$ cat src/rtl/crc_frame_ctrl.sv
// Byte-stream sequencer for a bit-serial CRC engine: serializes bytes MSB-first,
// appends CRC_WIDTH zeros, and returns the captured CRC over a valid/ready port.
module crc_frame_ctrl #(
  parameter int CRC_WIDTH = 8
) (
  input  logic                 clk,
  input  logic                 rst_n,
  input  logic [CRC_WIDTH-1:0] cfg_init,
  input  logic [CRC_WIDTH-1:0] cfg_poly,
  input  logic                 s_valid,
  output logic                 s_ready,
  input  logic [7:0]           s_data,
  input  logic                 s_last,
  output logic                 res_valid,
  input  logic                 res_ready,
  output logic [CRC_WIDTH-1:0] res_crc,
  output logic                 res_err,
  output logic                 busy,
  output logic                 eng_rst_n,
  output logic                 eng_data,
  output logic [CRC_WIDTH-1:0] eng_init,
  output logic [CRC_WIDTH-1:0] eng_poly,
  input  logic [CRC_WIDTH-1:0] eng_crc
);
  localparam int ZW = $clog2(CRC_WIDTH + 1);
  localparam logic [ZW-1:0] ZLAST = ZW'(CRC_WIDTH - 1);

  typedef enum logic [2:0] {IDLE, SHIFT, AUG, DRAIN, CAPT} state_t;

  state_t               state_q, state_d;
  logic [7:0]           shreg_q, shreg_d;
  logic [7:0]           hold_q, hold_d;
  logic [2:0]           bitcnt_q, bitcnt_d;
  logic [ZW-1:0]        zcnt_q, zcnt_d;
  logic                 last_q, last_d;
  logic                 hold_full_q, hold_full_d;
  logic                 hold_last_q, hold_last_d;
  logic                 last_seen_q, last_seen_d;
  logic                 err_q, err_d;
  logic                 eng_rst_n_q, eng_rst_n_d;
  logic [CRC_WIDTH-1:0] eng_poly_q, eng_poly_d;
  logic                 res_valid_q, res_valid_d;
  logic [CRC_WIDTH-1:0] res_crc_q, res_crc_d;
  logic                 res_err_q, res_err_d;
  logic                 accept;

  always_comb begin
    s_ready = 1'b0;
    if (rst_n) begin
      case (state_q)
        IDLE:    s_ready = !res_valid_q || res_ready;
        SHIFT:   s_ready = !hold_full_q && !last_seen_q;
        default: s_ready = 1'b0;
      endcase
    end
  end

  assign accept = s_valid && s_ready;

  always_comb begin
    state_d     = state_q;
    shreg_d     = shreg_q;
    hold_d      = hold_q;
    bitcnt_d    = bitcnt_q;
    zcnt_d      = zcnt_q;
    last_d      = last_q;
    hold_full_d = hold_full_q;
    hold_last_d = hold_last_q;
    last_seen_d = last_seen_q;
    err_d       = err_q;
    eng_poly_d  = eng_poly_q;
    res_valid_d = res_valid_q;
    res_crc_d   = res_crc_q;
    res_err_d   = res_err_q;
    if (res_valid_q && res_ready) res_valid_d = 1'b0;
    case (state_q)
      IDLE: begin
        if (accept) begin
          shreg_d     = s_data;
          last_d      = s_last;
          last_seen_d = s_last;
          hold_full_d = 1'b0;
          hold_last_d = 1'b0;
          err_d       = 1'b0;
          bitcnt_d    = 3'd0;
          eng_poly_d  = cfg_poly;
          state_d     = SHIFT;
        end
      end
      SHIFT: begin
        shreg_d  = {shreg_q[6:0], 1'b0};
        bitcnt_d = bitcnt_q + 3'd1;
        if (accept) last_seen_d = last_seen_q | s_last;
        // Byte boundary: the next byte must already be held or arrive right now.
        if (bitcnt_q == 3'd7) begin
          if (last_q) begin
            zcnt_d  = '0;
            state_d = AUG;
          end else if (hold_full_q) begin
            shreg_d     = hold_q;
            last_d      = hold_last_q;
            hold_full_d = 1'b0;
          end else if (accept) begin
            shreg_d = s_data;
            last_d  = s_last;
          end else begin
            err_d   = 1'b1;
            state_d = CAPT;
          end
        end else if (accept) begin
          hold_d      = s_data;
          hold_last_d = s_last;
          hold_full_d = 1'b1;
        end
      end
      AUG: begin
        if (zcnt_q == ZLAST) state_d = DRAIN;
        else                 zcnt_d  = zcnt_q + ZW'(1);
      end
      DRAIN: state_d = CAPT;
      CAPT: begin
        res_valid_d = 1'b1;
        res_crc_d   = err_q ? '0 : eng_crc;
        res_err_d   = err_q;
        err_d       = 1'b0;
        state_d     = IDLE;
      end
      default: state_d = IDLE;
    endcase
    eng_rst_n_d = (state_d == SHIFT) || (state_d == AUG) || (state_d == DRAIN);
  end

  always_ff @(posedge clk) begin
    if (!rst_n) begin
      state_q     <= IDLE;
      shreg_q     <= '0;
      hold_q      <= '0;
      bitcnt_q    <= '0;
      zcnt_q      <= '0;
      last_q      <= 1'b0;
      hold_full_q <= 1'b0;
      hold_last_q <= 1'b0;
      last_seen_q <= 1'b0;
      err_q       <= 1'b0;
      eng_rst_n_q <= 1'b0;
      eng_poly_q  <= '0;
      res_valid_q <= 1'b0;
      res_crc_q   <= '0;
      res_err_q   <= 1'b0;
    end else begin
      state_q     <= state_d;
      shreg_q     <= shreg_d;
      hold_q      <= hold_d;
      bitcnt_q    <= bitcnt_d;
      zcnt_q      <= zcnt_d;
      last_q      <= last_d;
      hold_full_q <= hold_full_d;
      hold_last_q <= hold_last_d;
      last_seen_q <= last_seen_d;
      err_q       <= err_d;
      eng_rst_n_q <= eng_rst_n_d;
      eng_poly_q  <= eng_poly_d;
      res_valid_q <= res_valid_d;
      res_crc_q   <= res_crc_d;
      res_err_q   <= res_err_d;
    end
  end

  assign busy      = (state_q != IDLE);
  assign eng_data  = (state_q == SHIFT) && shreg_q[7];
  assign eng_rst_n = eng_rst_n_q;
  assign eng_init  = cfg_init;
  assign eng_poly  = eng_poly_q;
  assign res_valid = res_valid_q;
  assign res_crc   = res_crc_q;
  assign res_err   = res_err_q;
endmodule

$ cat config.mk
export PLATFORM = sky130hd
export DESIGN_NAME = crc_frame_ctrl
export DESIGN_NICKNAME = d
export VERILOG_FILES = /design/src/rtl/crc_frame_ctrl.sv
export SDC_FILE = /design/constraint.sdc
export NUM_CORES = 1
export LEC_CHECK = 0
export ABC_CLOCK_PERIOD_IN_PS = 5000
export CAP_MARGIN = 25
export CORE_MARGIN = 8
export CORE_UTILIZATION = 30
export CTS_CLUSTER_SIZE = 28
export DETAILED_ROUTE_END_ITERATION = 16
export PLACE_DENSITY_LB_ADDON = 0.15
export SKIP_CTS_REPAIR_TIMING = 1
export SLEW_MARGIN = 20
export SYNTH_ARGS = -nofsm -noshare
export SYNTH_HDL_FRONTEND = slang
export SYNTH_SLANG_ARGS = --single-unit
export TNS_END_PERCENT = 50
$ cat constraint.sdc
create_clock -name clk -period 5 [get_ports clk]
set_input_delay 1 -clock clk [delete_from_list [all_inputs] [get_ports clk]]
set_output_delay 1 -clock clk [all_outputs]
set_load 0.02 [all_outputs]
# Word-level counts from Yosys, hierarchy flattened

Index checks and enable logic that the tools add are counted.

Reductions and logical operators: 25
Mux-type cells: 44
Add/subtract/negate cells: 2
Eq/ne operators: 20
Bitwise logic cells: 2

Operator list:

| operator                                                               | count |
|---|---|
| 8-bit two-way mux                                                      | 6 |
| 3-bit two-way mux                                                      | 7 |
| 1-bit two-way mux                                                      | 18 |
| 2-bit inequality test (second input constant)                          | 9 |
| 8-bit case mux with 2 select lines                                     | 1 |
| 3-bit by 2-bit equality test with 1-bit output (second input constant) | 4 |
| 4-bit two-way mux                                                      | 3 |
| 3-bit case mux with 4 select lines                                     | 1 |
| 4-bit AND reduction                                                    | 3 |
| 1-bit case mux with 2 select lines                                     | 5 |
| 3-bit AND reduction                                                    | 3 |
| 4-bit case mux with 2 select lines                                     | 1 |
| 3-bit by 1-bit equality test with 1-bit output (second input constant) | 2 |
| 3-bit equality test (second input constant)                            | 2 |
| 3-bit inequality test (second input constant)                          | 2 |
| 3-bit case mux with 2 select lines                                     | 1 |
| 6-bit AND reduction                                                    | 1 |
| 2-bit nonzero test                                                     | 3 |
| 3-bit nonzero test                                                     | 2 |
| 4-bit by 1-bit adder with 4-bit output (second input constant)         | 1 |
| 4-bit by 3-bit equality test with 1-bit output (second input constant) | 1 |
| 1-bit logical AND                                                      | 4 |
| 2-bit AND reduction                                                    | 2 |
| 3-bit by 1-bit adder with 3-bit output (second input constant)         | 1 |
| 6 further kinds                                                        | 10 |

Output and inout port bits: 30
Bits in registers: 50
Word-level logic and storage cells: 108
Input port bits: 37

# Logic depth before layout (Yosys ltp)

Gate-level depths: netlist (run 1).

Depth after elaboration: 13
Depth in mapped cells: 8
Gate-level depth less buffers: 7

# Worst setup path after synthesis (run 1)

OpenSTA, ideal clock, no wires.

Path kind: input to output
Start point: input port rst_n
End point: output port s_ready
Data required time: 4.000 ns
Arrival time: 1.691 ns
Path slack: 2.309 ns
Path buffers: 2
Stages on the path: 3
Cells stage by stage: buf_2 > clkbuf_1 > and3_1

Longest elaborated chain between the ends: 1

Ends and longest elaborated chain:

| what              | RTL line | RTL |
|---|---|---|
| start, declared   | 7        | `input logic rst_n,` |
| 1-bit two-way mux | 49       | `if (rst_n) begin` |
| end, declared     | 11       | `output logic s_ready,` |

No other way between the ends.

# Worst setup path after layout (run 1)

Ends and elaborated chain as after synthesis.

==> results of run 1 <==
-- cell families after synthesis --
group | share of synthesized area (%)
mux | 0.465
xor+xnor | 0.361
compound gates | 20.5
buf+inv | 7.43
simple gates | 28.3
flops | 41.3
fa+ha+maj | 1.55
-- worst reg2reg max path: stages, from the launching register on --
cell and delay (ns):
dfxtp_1 0.37, ha_1 0.17, ha_1 0.44, nor2b_1 0.51
nand4_1 0.29, a31oi_1 0.31, a21oi_1 0.10, o22a_1 0.15
-- routing by layer --
metal	up-vias	wire length (um)
met5	-	0
met1	1035	3180
li1	1121	-
met4	0	106
met3	10	477
met2	63	3070
-- placed cells by master, fill, tap and decap left out, drive strengths merged, types with 2 or more instances in the layout --
| cell | synthesis | routed |
|---|---|---|
| dfxtp | 50 | 50 |
| clkdlybuf4s50 | 0 | 50 |
| nand2 | 48 | 48 |
| a21oi | 46 | 46 |
| nor2 | 26 | 26 |
| nor3b | 12 | 12 |
| o21ai | 11 | 11 |
| nor3 | 10 | 10 |
| nand3 | 8 | 8 |
| clkbuf | 9 | 7 |
| a31oi | 6 | 6 |
| a211oi | 6 | 6 |
| and3 | 4 | 4 |
| nand2b | 4 | 4 |
| a22oi | 3 | 3 |
| ha | 3 | 3 |
| nor4 | 3 | 3 |
| inv | 3 | 3 |
| or3 | 2 | 2 |
| a21o | 2 | 2 |
| or4 | 2 | 2 |
| nor2b | 2 | 2 |
| o22ai | 2 | 2 |
| nand4 | 2 | 2 |
| a221o | 2 | 2 |
| o22a | 2 | 2 |
| or3b | 2 | 2 |
-- final timing paths --
check / startpoint / endpoint / slack, ns / cells past startpoint
worst max register to register: bitcnt_q[0] / shreg_q[1] / 2.57 / 7
worst max-delay path: rst_n / s_ready / 1.28 / 3
worst min register to register: eng_poly[5] / eng_poly[5] / 0.46 / 2
worst min-delay path: eng_poly[5] / eng_poly[5] / 0.46 / 2
-- area by class of cell --
| cell class | instances | area [um^2] | share of cell area [%] |
|---|---|---|---|
| multi-input combinational | 222 | 1240 | 41.6 |
| tap | 102 | 128 | 4.27 |
| clock inverter | 1 | 8.76 | 0.293 |
| timing repair buffer | 50 | 500 | 16.8 |
| inverter | 3 | 11.3 | 0.377 |
| sequential | 50 | 1000 | 33.5 |
| clock buffer | 7 | 96.3 | 3.22 |
-- report_power, final --
group / internal (W) / switching, W / leakage [nW]
sequential: 0.000414 / 0.0000126 / 0.407
clock: 0.000127 / 0.000141 / 0.0544
combinational: 0.0000525 / 0.0000577 / 0.576
-- per-stage QoR --
step | total power, W | hold slack [ns] | instance area, um^2 | worst slack, ns
detailed placement | 0.000547 | 0.446 | 2880 | 1.27
global placement | 0.000546 | 0.443 | 2880 | 1.30
global route | 0.000849 | 0.481 | 2990 | 1.21
finish | 0.000805 | 0.458 | 2990 | 1.28
CTS | 0.000817 | 0.461 | 2990 | 1.27
floorplan | 0.000507 | 0.428 | 2420 | 2.31
-- state kept, by name, indices dropped and copies added (netlist names) --
| register | count |
|---|---|
| res_valid | 1 |
| hold_q | 8 |
| err_q | 1 |
| zcnt_q | 4 |
| last_seen_q | 1 |
| res_crc | 8 |
| shreg_q | 8 |
| eng_rst_n | 1 |
| state_q | 3 |
| hold_last_q | 1 |
| last_q | 1 |
| res_err | 1 |
| bitcnt_q | 3 |
| eng_poly | 8 |
| hold_full_q | 1 |
==> summary.txt, run 1 <==
Synth
  – Post-synth cell types: 48
  – Top cell type's share of synthesized area: 41.3%
  – Post-Syn Nets: 344
  – EDFF count, synth: 0
  – FFs w/ async S/R, synth: 0%
  – Post-Syn Area: 0.00242 mm^2
  – Post-synthesis sequential area ratio: 41.3%
  – Top cell type by total area after synthesis: dfxtp_1
  – Area contributors post-synth: dfxtp_1 (41%), a21oi_1 (9.5%), nand2_1 (7.4%)
  – Top-count cell post-synth: dfxtp_1
  – Synthesis warning total: 0
  – Synth Instances: 304
  – Post-synth top cells: dfxtp_1 (50), nand2_1 (48), a21oi_1 (46)
  – Seq cells post-synth: 50
  – Mean Syn Cell Area: 7.97 um^2
  – Top_reg_cell synth: dfxtp_1

Worst setup path
  – Critical Path Most Common Cell: clkdlybuf4s50_1
  – WP buf/inv: 2
  – Critical path startpoint category: primary input
  – Setup crit end kind: primary output
  – Slowest CP cell: clkdlybuf4s50_1
  – Worst-path cell chain: clkdlybuf4s50_1 > and3_1 > clkdlybuf4s50_1
  – Critical path fanouts, max: 18
  – CP required: 4.00 ns
  – Kind of critical path: primary input to primary output
  – CP delay by family, top: buffers and inverters
  – CP max stage delay: 0.86 ns
  – Arr. time, crit path: 2.72 ns

Layout
  – Antenna Cells: 0
  – Fraction of layout cells with a size suffix above 1: 4.50%
  – Synth-to-layout area growth: 23.3%
  – Final Util: 38.5%
  – Non-filler instance count after layout: 435
  – Net count, final: 372
  – Fillers: 814

Global route
  – First-pass GRT wire length: 11,200 um
  – GRT Total Usage: 12.3%
  – Initial antenna violation count: 0
  – GR Util met2: 19.3%
  – Total gr overflow: 0
  – Grt met1 use: 15.1%
  – Pin count of the biggest net entering global routing: 38
  – Vias in the first global route: 2,240
  – Met3 usage: 4.45%
  – GRT busiest layer: met2

CTS
  – Worst skew pair latency: 0.31 ns
  – CTS Root Cell: clkbuf_8
  – CTS tree: done
  – Max clock buf depth: 2
  – Sink Count: 50
  – Clock buffer count from CTS: 5
  – Clock slew seen by the registers of the worst setup and hold paths: 0.09 ns
  – H-tree levels: 2

Floorplan
  – Die Y: 106 um
  – Number of placed I/O pins: 67
  – Initial Util: 31.2%
  – Die width: 106 um
  – DIE AREA: 0.0112 mm^2
  – Num rows: 32
  – Core area: 0.00777 mm^2

Placed design
  – GPL Wtd Cong: 0.815
  – Placed insts: 427
  – Hpwl dp: 4780 um
  – IO Port Bufs: 50

Timing
  – Min cycle time layout: 3.72 ns
  – Finish-stage setup viols: 0
  – Unrepaired setup endpoints after global routing: no
  – Worst-Margin Slew: 0.722 ns
  – Clk_skew: 0.00982 ns
  – Count of final hold-check violations: 0
  – Pins Over Slew Limit: 0
  – Setup TNS: 0 ns
  – Slew headroom: 51.6%
  – Peak Freq: 269 MHz
  – Period utilization: 74.4%

Pwr
  – Leakage: 1.04 nW
  – Pwr Density: 269 mW/mm^2
  – Peak supply drop: 98.7 uV

Worst hold path
  – Worst Hold Class: register to register

Detailed routing
  – DRC: 0
  – Antenna Violating Nets Remaining: 0
  – Final Routed Wirelength: 6840 um
  – Vias/cell: 5.12
  – 1st-pass router iterations: 4
  – Routed len/inst: 15.7 um
  – Via count: 2,229
  – Iter 0 DRT Violations: 117

Outcome
  – Status: complete, no violations

Flow run
  – Max Cap Violations: 0
No activity file was read; power rests on OpenSTA's default activity.
==> inputs of run 2 (changes only) <==
- ABC_CLOCK_PERIOD_IN_PS: 5000 -> 3500
- clock period: 5 -> 3.5 ns (I/O delays scaled with it)
==> run 2 against run 1 <==
Against the previous run:
- sequential power up 43%
- largest cell class unchanged
- critical endpoint unchanged
- design area up 0.25%
- flip-flop and latch count unchanged
- cell count up 0.69%
- first-iteration DRC count down 1.7%
- non-clock buffer count up 3
- via count about the same
- global-route usage up 0.12 points
- worst setup slack worse by 0.87 ns
- die area unchanged
- combinational power up 46%
==> summary.txt, run 2 (synthesis results as in run 1) <==
Global route
  – Total gr overflow: 0
  – Vias in the first global route: 2,229
  – GRT Total Usage: 12.4%
  – Initial antenna violation count: 0
  – First-pass GRT wire length: 11,400 um
  – Pin count of the biggest net entering global routing: 38

Floorplan
  – Num rows: 32
  – Core area: 0.00777 mm^2
  – Initial Util: 31.2%
  – Die Y: 106 um
  – DIE AREA: 0.0112 mm^2
  – Number of placed I/O pins: 67
  – Die width: 106 um

Worst setup path
  – Setup crit end kind: primary output
  – Critical path fanouts, max: 4
  – Kind of critical path: primary input to primary output
  – CP required: 2.80 ns
  – Critical path startpoint category: primary input
  – Arr. time, crit path: 2.39 ns

Layout
  – Cell area after layout: 0.00300 mm^2
  – Final Util: 38.6%
  – Antenna Cells: 0
  – Net count, final: 375
  – Fraction of layout cells with a size suffix above 1: 5.36%
  – Sequential Area: 0.00100 mm^2
  – Synth-to-layout area growth: 23.6%
  – Most frequent cells in the layout: dfxtp_1 (50), clkdlybuf4s50_1 (50), nand2_1 (48)
  – Area of the multi-input gates: 0.00124 mm^2
  – Fillers: 851

Detailed routing
  – Vias/cell: 5.08
  – 1st-pass router iterations: 4
  – Routed len/inst: 15.7 um
  – Antenna Violating Nets Remaining: 0
  – DRC: 0
  – Final Routed Wirelength: 6870 um
  – Via count: 2,227
  – Iter 0 DRT Violations: 115

Timing
  – Setup TNS: 0 ns
  – Peak Freq: 324 MHz
  – Finish-stage setup viols: 0
  – Min cycle time layout: 3.09 ns
  – Pins Over Slew Limit: 0
  – Clk_skew: 0.00610 ns
  – Unrepaired setup endpoints after global routing: no
  – Worst-Margin Slew: 0.779 ns
  – Period utilization: 88.3%
  – Count of final hold-check violations: 0
  – Slew headroom: 47.6%

CTS
  – Worst skew pair latency: 0.31 ns
  – CTS tree: done
  – Max clock buf depth: 2
  – Clock buffer count from CTS: 5
  – Sink Count: 50
  – CTS Root Cell: clkbuf_8
  – Clock slew seen by the registers of the worst setup and hold paths: 0.10 ns
  – H-tree levels: 2

Placed design
  – Placed Instance Area: 0.00291 mm^2
  – IO Port Bufs: 50
  – GPL Wtd Cong: 0.773
  – Hpwl dp: 4850 um

Flow run
  – Max Cap Violations: 0

Pwr
  – Peak supply drop: 146 uV
  – Tot Pwr: 0.00112 W
  – Pwr Density: 372 mW/mm^2
  – Leakage: 1.04 nW

Outcome
  – Status: complete, no violations

Worst hold path
  – Worst Hold Class: register to register
-- run 2: changes by cell type in the layout (fill, tap and decap cells not counted) --
cell        delta
clkinvlp_4     +1
clkbuf_8       -2
clkinv_2       +1
buf_4          +3
-- run 2: critical path, cell delays in order --
cell             delay, ns
clkdlybuf4s50_1       0.45
nor3b_1               0.41
a21oi_1               0.08
and3_1                0.21
clkdlybuf4s50_1       0.54
-- run 2: report_power, final --
part / switching, W / internal (W)
Sequential: 0.0000181 / 0.000591
Combinational: 0.0000835 / 0.0000773
Clock: 0.000204 / 0.000141
-- run 2: layout make-up --
| type | count | share of cell area (%) |
|---|---|---|
| clock buffer | 5 | 2.30 |
| clock inverter | 3 | 0.710 |
| inverter | 3 | 0.376 |
| multi-input combinational | 222 | 41.5 |
| sequential | 50 | 33.4 |
| tap | 102 | 4.26 |
| timing repair buffer | 53 | 17.5 |
-- run 2: metrics by stage --
stage	instances	hold WS (ns)	worst slack (ns)
2_1_floorplan	304	0.428	1.41
3_3_place_gp	430	0.439	0.445
3_5_place_dp	430	0.448	0.419
4_1_cts	438	0.462	0.399
5_1_grt	438	0.484	0.319
6_report	438	0.459	0.409
-- run 2: path summary, 6_finish.rpt --
check | startpoint | endpoint | slack [ns] | cells past startpoint
max | res_ready | s_ready | 0.41 | 5
min | eng_poly[5] | eng_poly[5] | 0.46 | 2
max reg2reg | bitcnt_q[0] | shreg_q[1] | 1.11 | 7
min reg2reg | eng_poly[5] | eng_poly[5] | 0.46 | 2
-- run 2: per-layer routing --
layer	up-vias	routed length [um]	GRT usage, %
li1	1130	-	-
met1	1028	3350	16.2
met2	63	3000	19.2
met3	6	451	3.65
met4	0	67	3.62
met5	-	0	0
